## config.mk

```make
export PLATFORM = sky130hd
export DESIGN_NAME = counter_sequencer
export DESIGN_NICKNAME = d
export VERILOG_FILES = /design/src/rtl/counter_sequencer_pkg.sv /design/src/rtl/counter_sequencer_rate_divider.sv /design/src/rtl/counter_sequencer.sv
export SDC_FILE = /design/constraint.sdc
export NUM_CORES = 1
export LEC_CHECK = 0
export ABC_AREA = 1
export BUFFER_PORTS_ARGS = -buffer_cell sky130_fd_sc_hd__buf_2
export CORE_MARGIN = 2
export CORE_UTILIZATION = 30
export DETAILED_ROUTE_END_ITERATION = 12
export PLACE_DENSITY = 0.46
export SETUP_SLACK_MARGIN = 0.05
export SKIP_LAST_GASP = 1
export SLEW_MARGIN = 20
export SYNTH_ARGS = -nofsm -noshare
export SYNTH_HDL_FRONTEND = slang
export SYNTH_SLANG_ARGS = --single-unit
```

## constraint.sdc

```tcl
create_clock -name clock -period 3.09 [get_ports clock]
set_input_delay 0.618 -clock clock [delete_from_list [all_inputs] [get_ports clock]]
set_output_delay 0.618 -clock clock [all_outputs]
set_load 0.01 [all_outputs]
```

## src/rtl/counter_sequencer_pkg.sv

```systemverilog
// ---------------------------------------------------------------------------
// counter_sequencer_pkg
//  Shared definitions for the counter run controller: the FSM state encoding
//  (which is also driven out on the 'state' port, so the numeric values are
//  part of the external interface), the wrap counter ceiling, and a small
//  saturating-increment helper for that counter.
// ---------------------------------------------------------------------------
package counter_sequencer_pkg;

   // Encoding is visible on the state port: IDLE=00 RUN=01 PAUSE=10 DONE=11.
   typedef enum logic [1:0] {
      ST_IDLE  = 2'b00,
      ST_RUN   = 2'b01,
      ST_PAUSE = 2'b10,
      ST_DONE  = 2'b11
   } seq_state_t;

   // The wrap counter sticks at this value instead of rolling over to zero.
   localparam logic [7:0] WRAP_MAX = 8'd255;

   // Increment that holds at WRAP_MAX.
   function automatic logic [7:0] wrap_inc(input logic [7:0] value);
      return (value == WRAP_MAX) ? value : value + 8'd1;
   endfunction

endpackage

```

## src/rtl/counter_sequencer_rate_divider.sv

```systemverilog
// ---------------------------------------------------------------------------
// rate_divider
//  Prescaler for the counter sequencer. It counts 0..PRESCALE-1 while 'run'
//  is high and then wraps. 'tick' is high combinationally on the last count
//  of the period, so the owner can register it into a one-cycle enable.
//  When 'run' is low, the value is frozen. This is what lets a paused run
//  resume mid-period. 'restart' zeroes the value and takes priority over
//  'run'.
//
//  Ports
//   clock    in   1   system clock
//   clear    in   1   asynchronous active-low reset
//   run      in   1   advance the prescaler this cycle
//   restart  in   1   force the prescaler back to zero
//   tick     out  1   last cycle of a prescale period (only while running)
// ---------------------------------------------------------------------------
module rate_divider #(
   parameter int PRESCALE = 50000,
   parameter int PS_W     = $clog2(PRESCALE)
) (
   input  logic clock,
   input  logic clear,
   input  logic run,
   input  logic restart,
   output logic tick
);

   localparam logic [PS_W-1:0] LAST = PS_W'(PRESCALE - 1);

   logic [PS_W-1:0] ps;

   // Prescaler register. A restart always wins. Otherwise the value advances
   // only while running and wraps after LAST. This gives a period of exactly
   // PRESCALE cycles of run time between ticks.
   always_ff @(posedge clock or negedge clear) begin
      if (!clear) begin
         ps <= '0;
      end else if (restart) begin
         ps <= '0;
      end else if (run) begin
         if (ps == LAST) begin
            ps <= '0;
         end else begin
            ps <= ps + 1'b1;
         end
      end
   end

   // A tick is only reported on a cycle in which the prescaler actually
   // advances. A frozen prescaler that sits on LAST therefore does not emit
   // a stream of ticks.
   assign tick = run && !restart && (ps == LAST);

endmodule

```

## src/rtl/counter_sequencer.sv

```systemverilog
// ---------------------------------------------------------------------------
// counter_sequencer
//  Run controller for an external T-flip-flop up-counter. It turns the
//  debounced start/pause/stop command pulses into registered enable and
//  clear strobes for the counter. Counting steps are paced by an internal
//  prescaler. The block stops the count when the counter's Q feedback
//  equals a terminal value that is latched at start. It can optionally
//  restart by itself (auto-reload) and counts those wraps.
//
//  Ports
//   clock        in   1      system clock, all state on posedge
//   clear        in   1      asynchronous active-low reset
//   start        in   1      command pulse: start from IDLE/DONE, resume from PAUSE
//   pause        in   1      command pulse: freeze counting (RUN only)
//   stop         in   1      command pulse: abort, clear counter, back to IDLE
//   auto_reload  in   1      level: in DONE, restart the run automatically
//   terminal     in   WIDTH  target count, latched on a fresh start
//   count        in   WIDTH  counter Q feedback
//   cnt_en       out  1      one-cycle counter enable per step
//   cnt_clr_n    out  1      active-low counter clear
//   running      out  1      high while in RUN
//   done         out  1      high while in DONE
//   wraps        out  8      auto-reload wrap count, sticks at 255
//   state        out  2      FSM state (IDLE=00 RUN=01 PAUSE=10 DONE=11)
//
//  PRESCALE must be at least 2. PS_W is derived from it and should be left
//  at its default.
// ---------------------------------------------------------------------------
module counter_sequencer
   import counter_sequencer_pkg::*;
#(
   parameter int WIDTH    = 16,
   parameter int PRESCALE = 50000,
   parameter int PS_W     = $clog2(PRESCALE)
) (
   input  logic             clock,
   input  logic             clear,
   input  logic             start,
   input  logic             pause,
   input  logic             stop,
   input  logic             auto_reload,
   input  logic [WIDTH-1:0] terminal,
   input  logic [WIDTH-1:0] count,
   output logic             cnt_en,
   output logic             cnt_clr_n,
   output logic             running,
   output logic             done,
   output logic [7:0]       wraps,
   output logic [1:0]       state
);

   seq_state_t       state_q;
   seq_state_t       state_d;
   logic [WIDTH-1:0] term_q;
   logic [WIDTH-1:0] term_d;
   logic [7:0]       wraps_d;
   logic             cnt_en_d;
   logic             cnt_clr_n_d;
   logic             run_en;
   logic             restart;
   logic             tick;
   logic             match;

   // The prescaler only advances on cycles where the FSM stays in RUN.
   // A pause, stop or terminal match freezes it on the same edge that the
   // state changes.
   rate_divider #(
      .PRESCALE (PRESCALE),
      .PS_W     (PS_W)
   ) u_rate_divider (
      .clock   (clock),
      .clear   (clear),
      .run     (run_en),
      .restart (restart),
      .tick    (tick)
   );

   // While the counter is being cleared, its Q value is stale. The compare
   // is ignored on that cycle, so a zero terminal only matches once the
   // counter has really been cleared.
   assign match = cnt_clr_n && (count == term_q);

   // Next-state logic. Command priority is stop > pause > start. A command
   // that means nothing in the current state is ignored, so it falls through
   // to the next lower-priority one. A fresh start (from IDLE or DONE)
   // relatches the terminal, zeroes the prescaler and the wrap count, and
   // pulses the counter clear for one cycle. A resume from PAUSE touches
   // none of those. Enable pulses are produced only on cycles that stay in
   // RUN with no match. This keeps the counter from overshooting the
   // terminal when a tick lands on the match cycle.
   always_comb begin
      state_d     = state_q;
      term_d      = term_q;
      wraps_d     = wraps;
      cnt_en_d    = 1'b0;
      cnt_clr_n_d = 1'b1;
      run_en      = 1'b0;
      restart     = 1'b0;

      case (state_q)
         ST_IDLE: begin
            if (start) begin
               state_d     = ST_RUN;
               term_d      = terminal;
               wraps_d     = 8'd0;
               restart     = 1'b1;
               cnt_clr_n_d = 1'b0;
            end
         end

         ST_RUN: begin
            if (stop) begin
               state_d     = ST_IDLE;
               restart     = 1'b1;
               cnt_clr_n_d = 1'b0;
            end else if (pause) begin
               state_d = ST_PAUSE;
            end else if (match) begin
               state_d = ST_DONE;
            end else begin
               run_en   = 1'b1;
               cnt_en_d = tick;
            end
         end

         ST_PAUSE: begin
            if (stop) begin
               state_d     = ST_IDLE;
               restart     = 1'b1;
               cnt_clr_n_d = 1'b0;
            end else if (start) begin
               state_d = ST_RUN;
            end
         end

         ST_DONE: begin
            if (stop) begin
               state_d     = ST_IDLE;
               restart     = 1'b1;
               cnt_clr_n_d = 1'b0;
            end else if (start) begin
               state_d     = ST_RUN;
               term_d      = terminal;
               wraps_d     = 8'd0;
               restart     = 1'b1;
               cnt_clr_n_d = 1'b0;
            end else if (auto_reload) begin
               state_d     = ST_RUN;
               wraps_d     = wrap_inc(wraps);
               restart     = 1'b1;
               cnt_clr_n_d = 1'b0;
            end
         end

         default: begin
            state_d = ST_IDLE;
         end
      endcase
   end

   // State and output registers. Reset holds the counter in clear
   // (cnt_clr_n=0). Clear is released on the first clock after reset
   // because the default next value of cnt_clr_n is 1. The latched terminal
   // is deliberately lost on reset.
   always_ff @(posedge clock or negedge clear) begin
      if (!clear) begin
         state_q   <= ST_IDLE;
         term_q    <= '0;
         wraps     <= 8'd0;
         cnt_en    <= 1'b0;
         cnt_clr_n <= 1'b0;
         running   <= 1'b0;
         done      <= 1'b0;
      end else begin
         state_q   <= state_d;
         term_q    <= term_d;
         wraps     <= wraps_d;
         cnt_en    <= cnt_en_d;
         cnt_clr_n <= cnt_clr_n_d;
         running   <= (state_d == ST_RUN);
         done      <= (state_d == ST_DONE);
      end
   end

   assign state = state_q;

endmodule

```

* After elaboration in Yosys (flattened, before gate mapping) *
Index checks and enable logic that the tools add are counted.

word-level totals
  bits in registers = 46
  bits in latches = 0
  bits in writable memories = 0
  memory bits (read-only) = 0
  output and inout port bits = 14
  memories = 0

operators by class
  $add $sub $neg = 2
  multiply operators = 0
  divide/modulo/power cells = 0
  magnitude comparators = 0
  equal/unequal tests = 12
  shift operators = 0
  mux-type cells = 41
  bitwise operators = 0
  reduce and logical (&&, ||, !) cells = 10

operators with widths
  kind                   number
  $mux 16                5
  $mux 8                 5
  $pmux 16 s2            1
  $mux 1                 18
  $add 16x1->16 const B  1
  $eq 16x16->1           1
  $eq 16x16->1 const B   1
  $mux 2                 8
  $pmux 8 s2             1
  $add 8x1->8 const B    1
  $eq 8x8->1 const B     1
  $pmux 2 s4             1
  $eq 2x2->1 const B     3
  $ne 3x3->1 const B     2
  $pmux 1 s3             2
  $reduce_and 5->1       1
  $eq 2x1->1 const B     2
  $ne 2x2->1 const B     2
  $reduce_bool 2->1      2
  $logic_and 1x1->1      3
  $logic_not 2->1        1
  $reduce_and 2->1       1
  $reduce_or 2->1        1
  $logic_not 1->1        1

* Logic depth before layout (Yosys ltp) *
  depth after elaboration = 12
  gate-level depth with buffers = 13
  depth with buffers taken out = 12

* Cells and area by module *
From an unflattened synthesis, not the netlist that was laid out.

unflattened totals
  cells, all modules = 395
  area, all modules = 2737.6 sq um

by module, submodules not included
  module             times used  cells each  area an instance (sq um)  seq. area each (sq um)
  counter_sequencer  1           253         1749.2                    750.7
  rate_divider       1           142         988.4                     400.4

* Worst setup path before layout *
Ideal clock, no wire load.

  path type = reg2reg
  from = register state_q[0] (netlist: state[0])
  to = register u_rate_divider.ps[11]
  library setup time = 0.119 ns
  arrival time = 1.705 ns
  path slack = 1.267 ns
  cell stages (with the launch flop) = 11
  buffers on the path = 2
  period minus slack after synthesis = 1.823 ns
  cell sequence = dfrtp_1 inv_1 ha_1 o21ai_0 nand3_1 nand2_1 nand2_2 buf_6 buf_6 nand2_2 o21ai_2

on the way
  cells in the longest elaborated chain, start to end = 4

RTL lines
  element                                       line                                  source
  start: declaration                            counter_sequencer.sv:52               seq_state_t state_q;
  start signal: assignment                      counter_sequencer.sv:175              state_q <= state_d;
  $eq 2x2->1 or $eq 2x1->1 (tied branches)      counter_sequencer.sv:100              case (state_q)
  $reduce_or 2->1 (no source line)              n/a
  $pmux 1 s3                                    counter_sequencer.sv:100
  $mux 16 or $reduce_bool 2->1 (tied branches)  n/a
  end signal: assignment                        counter_sequencer_rate_divider.sv:44  ps <= ps + 1'b1;
  end: declaration                              counter_sequencer_rate_divider.sv:30  logic [PS_W-1:0] ps;

Parallel ways exist; a longest one is shown, timed or not.
A chain may end at the register's enable or synchronous reset.

* Final worst setup path *
  from = register state_q[0] (netlist: state[0])
  to = register u_rate_divider.ps[3]

Same word-level chain as after synthesis.

==> reports/summary.txt <==
Share of the yosys chip area belonging to registers - 38.9%
Synth top area share - 38.9%
Clock Sinks - 46
Routability Congestion - 0.863
Chip height - 103 um
Initial antenna violation count - 0
Worst setup SP type - register
Worst path slowest cell - dfrtp_1
Final Critical Period - 2.23 ns
CP Capture Type - register
Wire length per cell - 12.4 um
Synth area leader - dfrtp_1
Pwr per Cell Area - 644 nW/um^2
Crit path max-delay family - simple AND/OR/NAND/NOR gates
Peak supply drop - 0.342 mV
Clock Pin Slew Worst Setup and Hold Paths - 0.09 ns
H-tree depth - 2
Crit-path most repeated cell - nand3_1
Fin Clk Skew - 0.00675 ns
Mapped Cells - 425
Worst path bufs/invs - 1
Cell row count - 36
Synth Warn # - 0
Via count - 2737
CP arrival - 2.40 ns
First-pass GRT wire length - 12900 um
Root Buffer - clkbuf_8
Initial Util - 30.6%
DR DRC count - 0
Leakage - 0.00172 uW
Largest net degree at the start of global routing - 30
# setup viols final - 0
TritonCTS clock tree - built
Worst min path class - primary input to asynchronous set/reset pin
Synth Net Count - 469
Grt ovf - 0
Worst-Skew Late Latency - 0.30 ns
Hold buffer count at CTS - 0
WL final - 7580 um
Worst-path cell chain - inv_1 -> ha_1 -> o21ai_0 -> nand3_1 -> nand2_1 -> nand2_2 -> nand3_1 -> o21ai_2
Inserted Clock Buffers - 5
# port buffers - 51
Max-slew headroom - 54.9%
Fin. Hold Viols - 0
Max-Cap Viols - 0
Core ar. - 9680 um^2
Post-CTS setup buffer count - 0
Slowest stage delay, CP - 0.43 ns
Share of cells above drive strength 1 - 19.8%
Synth top cells by count - 112 x nand2_1, 60 x inv_1, 46 x dfrtp_1
Worst endpoint required time - 3.26 ns
Worst Hold Slack - 0.290 ns
Number of synthesized register bits - 46
Fillers - 1079
Vias in the first global route - 2751
Top FF cell, synth - dfrtp_1
Worst setup margin - 0.863 ns
Number of diodes - 0
NumNets Final - 523
CP max FO - 29
Clk buf depth - 2
Slew @ Worst Pin - 0.674 ns
Synth area leaders - dfrtp_1 39%, nand2_1 14%, inv_1 7.6%
Most common cell in the synthesized netlist - nand2_1
Max-slew violations - 0
Period utilisation layout - 72.1%
Syn_area_per_cell - 6.97 um^2
Critical setup path kind - register to register
Synth unique cells - 27
Initial DRC count - 107
Die W - 103 um
Synthesis-to-layout area growth - 17.6%
Pre-Repair DR Iteration Count - 4
Final setup TNS - 0 ns
Async SR Flop Fraction - 100%
DP Worst Slack - 0.813 ns
Vias per cell - 4.46
Max Fclk - 449 MHz
Die ar. - 10700 um^2
GRT Util Overall - 15.6%
CTS resizes - 0
Post-synth EDFFs - 0
# IOs - 52
Synthesized cell area - 2960 um^2
Antenna Violating Nets Remaining - 0
RSZ-0062 raised after global routing - no
Status - finished, final reports clean
Hpwl dp - 5890 um
[metal layers]
metal | share of wire (%) | routed length [um] | track usage (%)
met2 | 45 | 3440 | 26.0
met4 | 0.61 | 46 | 3.34
met3 | 3.7 | 277 | 2.62
met5 | 0 | 0 | 0
met1 | 50 | 3810 | 21.3
[final timing paths]
check / start / endpoint / slack [ns] / cells past startpoint
worst min-delay path: clear / term_q[2]$_DFFE_PN0P_ / 0.29 / 1
worst max register to register: state[0]$_DFF_PN0_ / u_rate_divider.ps[3]$_DFFE_PN0P_ / 0.86 / 8
worst min register to register: term_q[6]$_DFFE_PN0P_ / term_q[6]$_DFFE_PN0P_ / 0.51 / 2
worst max-delay path: state[0]$_DFF_PN0_ / u_rate_divider.ps[3]$_DFFE_PN0P_ / 0.86 / 8
max in group asynchronous: clear / u_rate_divider.ps[10]$_DFFE_PN0P_ / 2.03 / 2
min in group clock: term_q[6]$_DFFE_PN0P_ / term_q[6]$_DFFE_PN0P_ / 0.51 / 2
[stage by stage]
step | instance area (um^2) | cells | power (uW) | utilization (%)
2_1_floorplan | 2960 | 425 | 1560 | -
3_3_place_gp | 3370 | 605 | 1810 | 34.8
3_5_place_dp | 3370 | 605 | 1810 | 34.8
4_1_cts | 3480 | 613 | 2290 | 36.0
5_1_grt | 3480 | 613 | 2480 | 36.0
6_report | 3480 | 613 | 2250 | 36.0
[placed cells by master (no fill, tap or decap), types with 2 or more instances in the layout]
cell type | netlist | final
a21oi_1 | 13 | 13
buf_2 | 5 | 51
buf_4 | 0 | 2
clkbuf_8 | 0 | 5
dfrtp_1 | 46 | 46
ha_1 | 6 | 6
inv_1 | 60 | 60
inv_2 | 9 | 9
nand2_1 | 112 | 112
nand2_2 | 7 | 7
nand3_1 | 27 | 27
nand4_1 | 6 | 6
nor2_1 | 45 | 44
nor2_2 | 4 | 5
nor3_1 | 15 | 15
nor3_2 | 3 | 3
nor3b_1 | 2 | 2
o21ai_0 | 22 | 22
o21ai_1 | 13 | 13
o21ai_2 | 8 | 8
xnor2_1 | 2 | 2
xor2_1 | 12 | 12
[kinds of logic (layout without fill, tap and decap cells)]
family          Yosys count  after routing  share of synthesized area (%)
xor+xnor                 14             14                           4.14
fa+ha+maj                 6              6                           2.53
compound gates           58             58                           10.9
flops                    46             46                           38.9
simple gates            225            225                           33.2
buf+inv                  76            131                           10.3
[flip-flops by register name, indices dropped and copies added (netlist names)]
signal and cells:
u_rate_divider.ps 16, done 1, term_q 16, running 1, cnt_clr_n 1, cnt_en 1
state 2, wraps 8
[power by group]
| group | switching [uW] | internal [uW] |
|---|---|---|
| logic | 656 | 302 |
| registers | 89.5 | 739 |
| clock network | 217 | 242 |
| total | 963 | 1280 |
[area by class of cell]
type	instances	area [um^2]	area share, %
multi-input cells	303	1510	43.3
clock buffers	6	72.6	2.08
flip-flops and latches	46	1150	33.0
well taps	133	166	4.78
repair buffers	54	290	8.33
inverters	69	259	7.43
clock inverters	2	37.5	1.08
No activity file was read; power rests on OpenSTA's default activity.
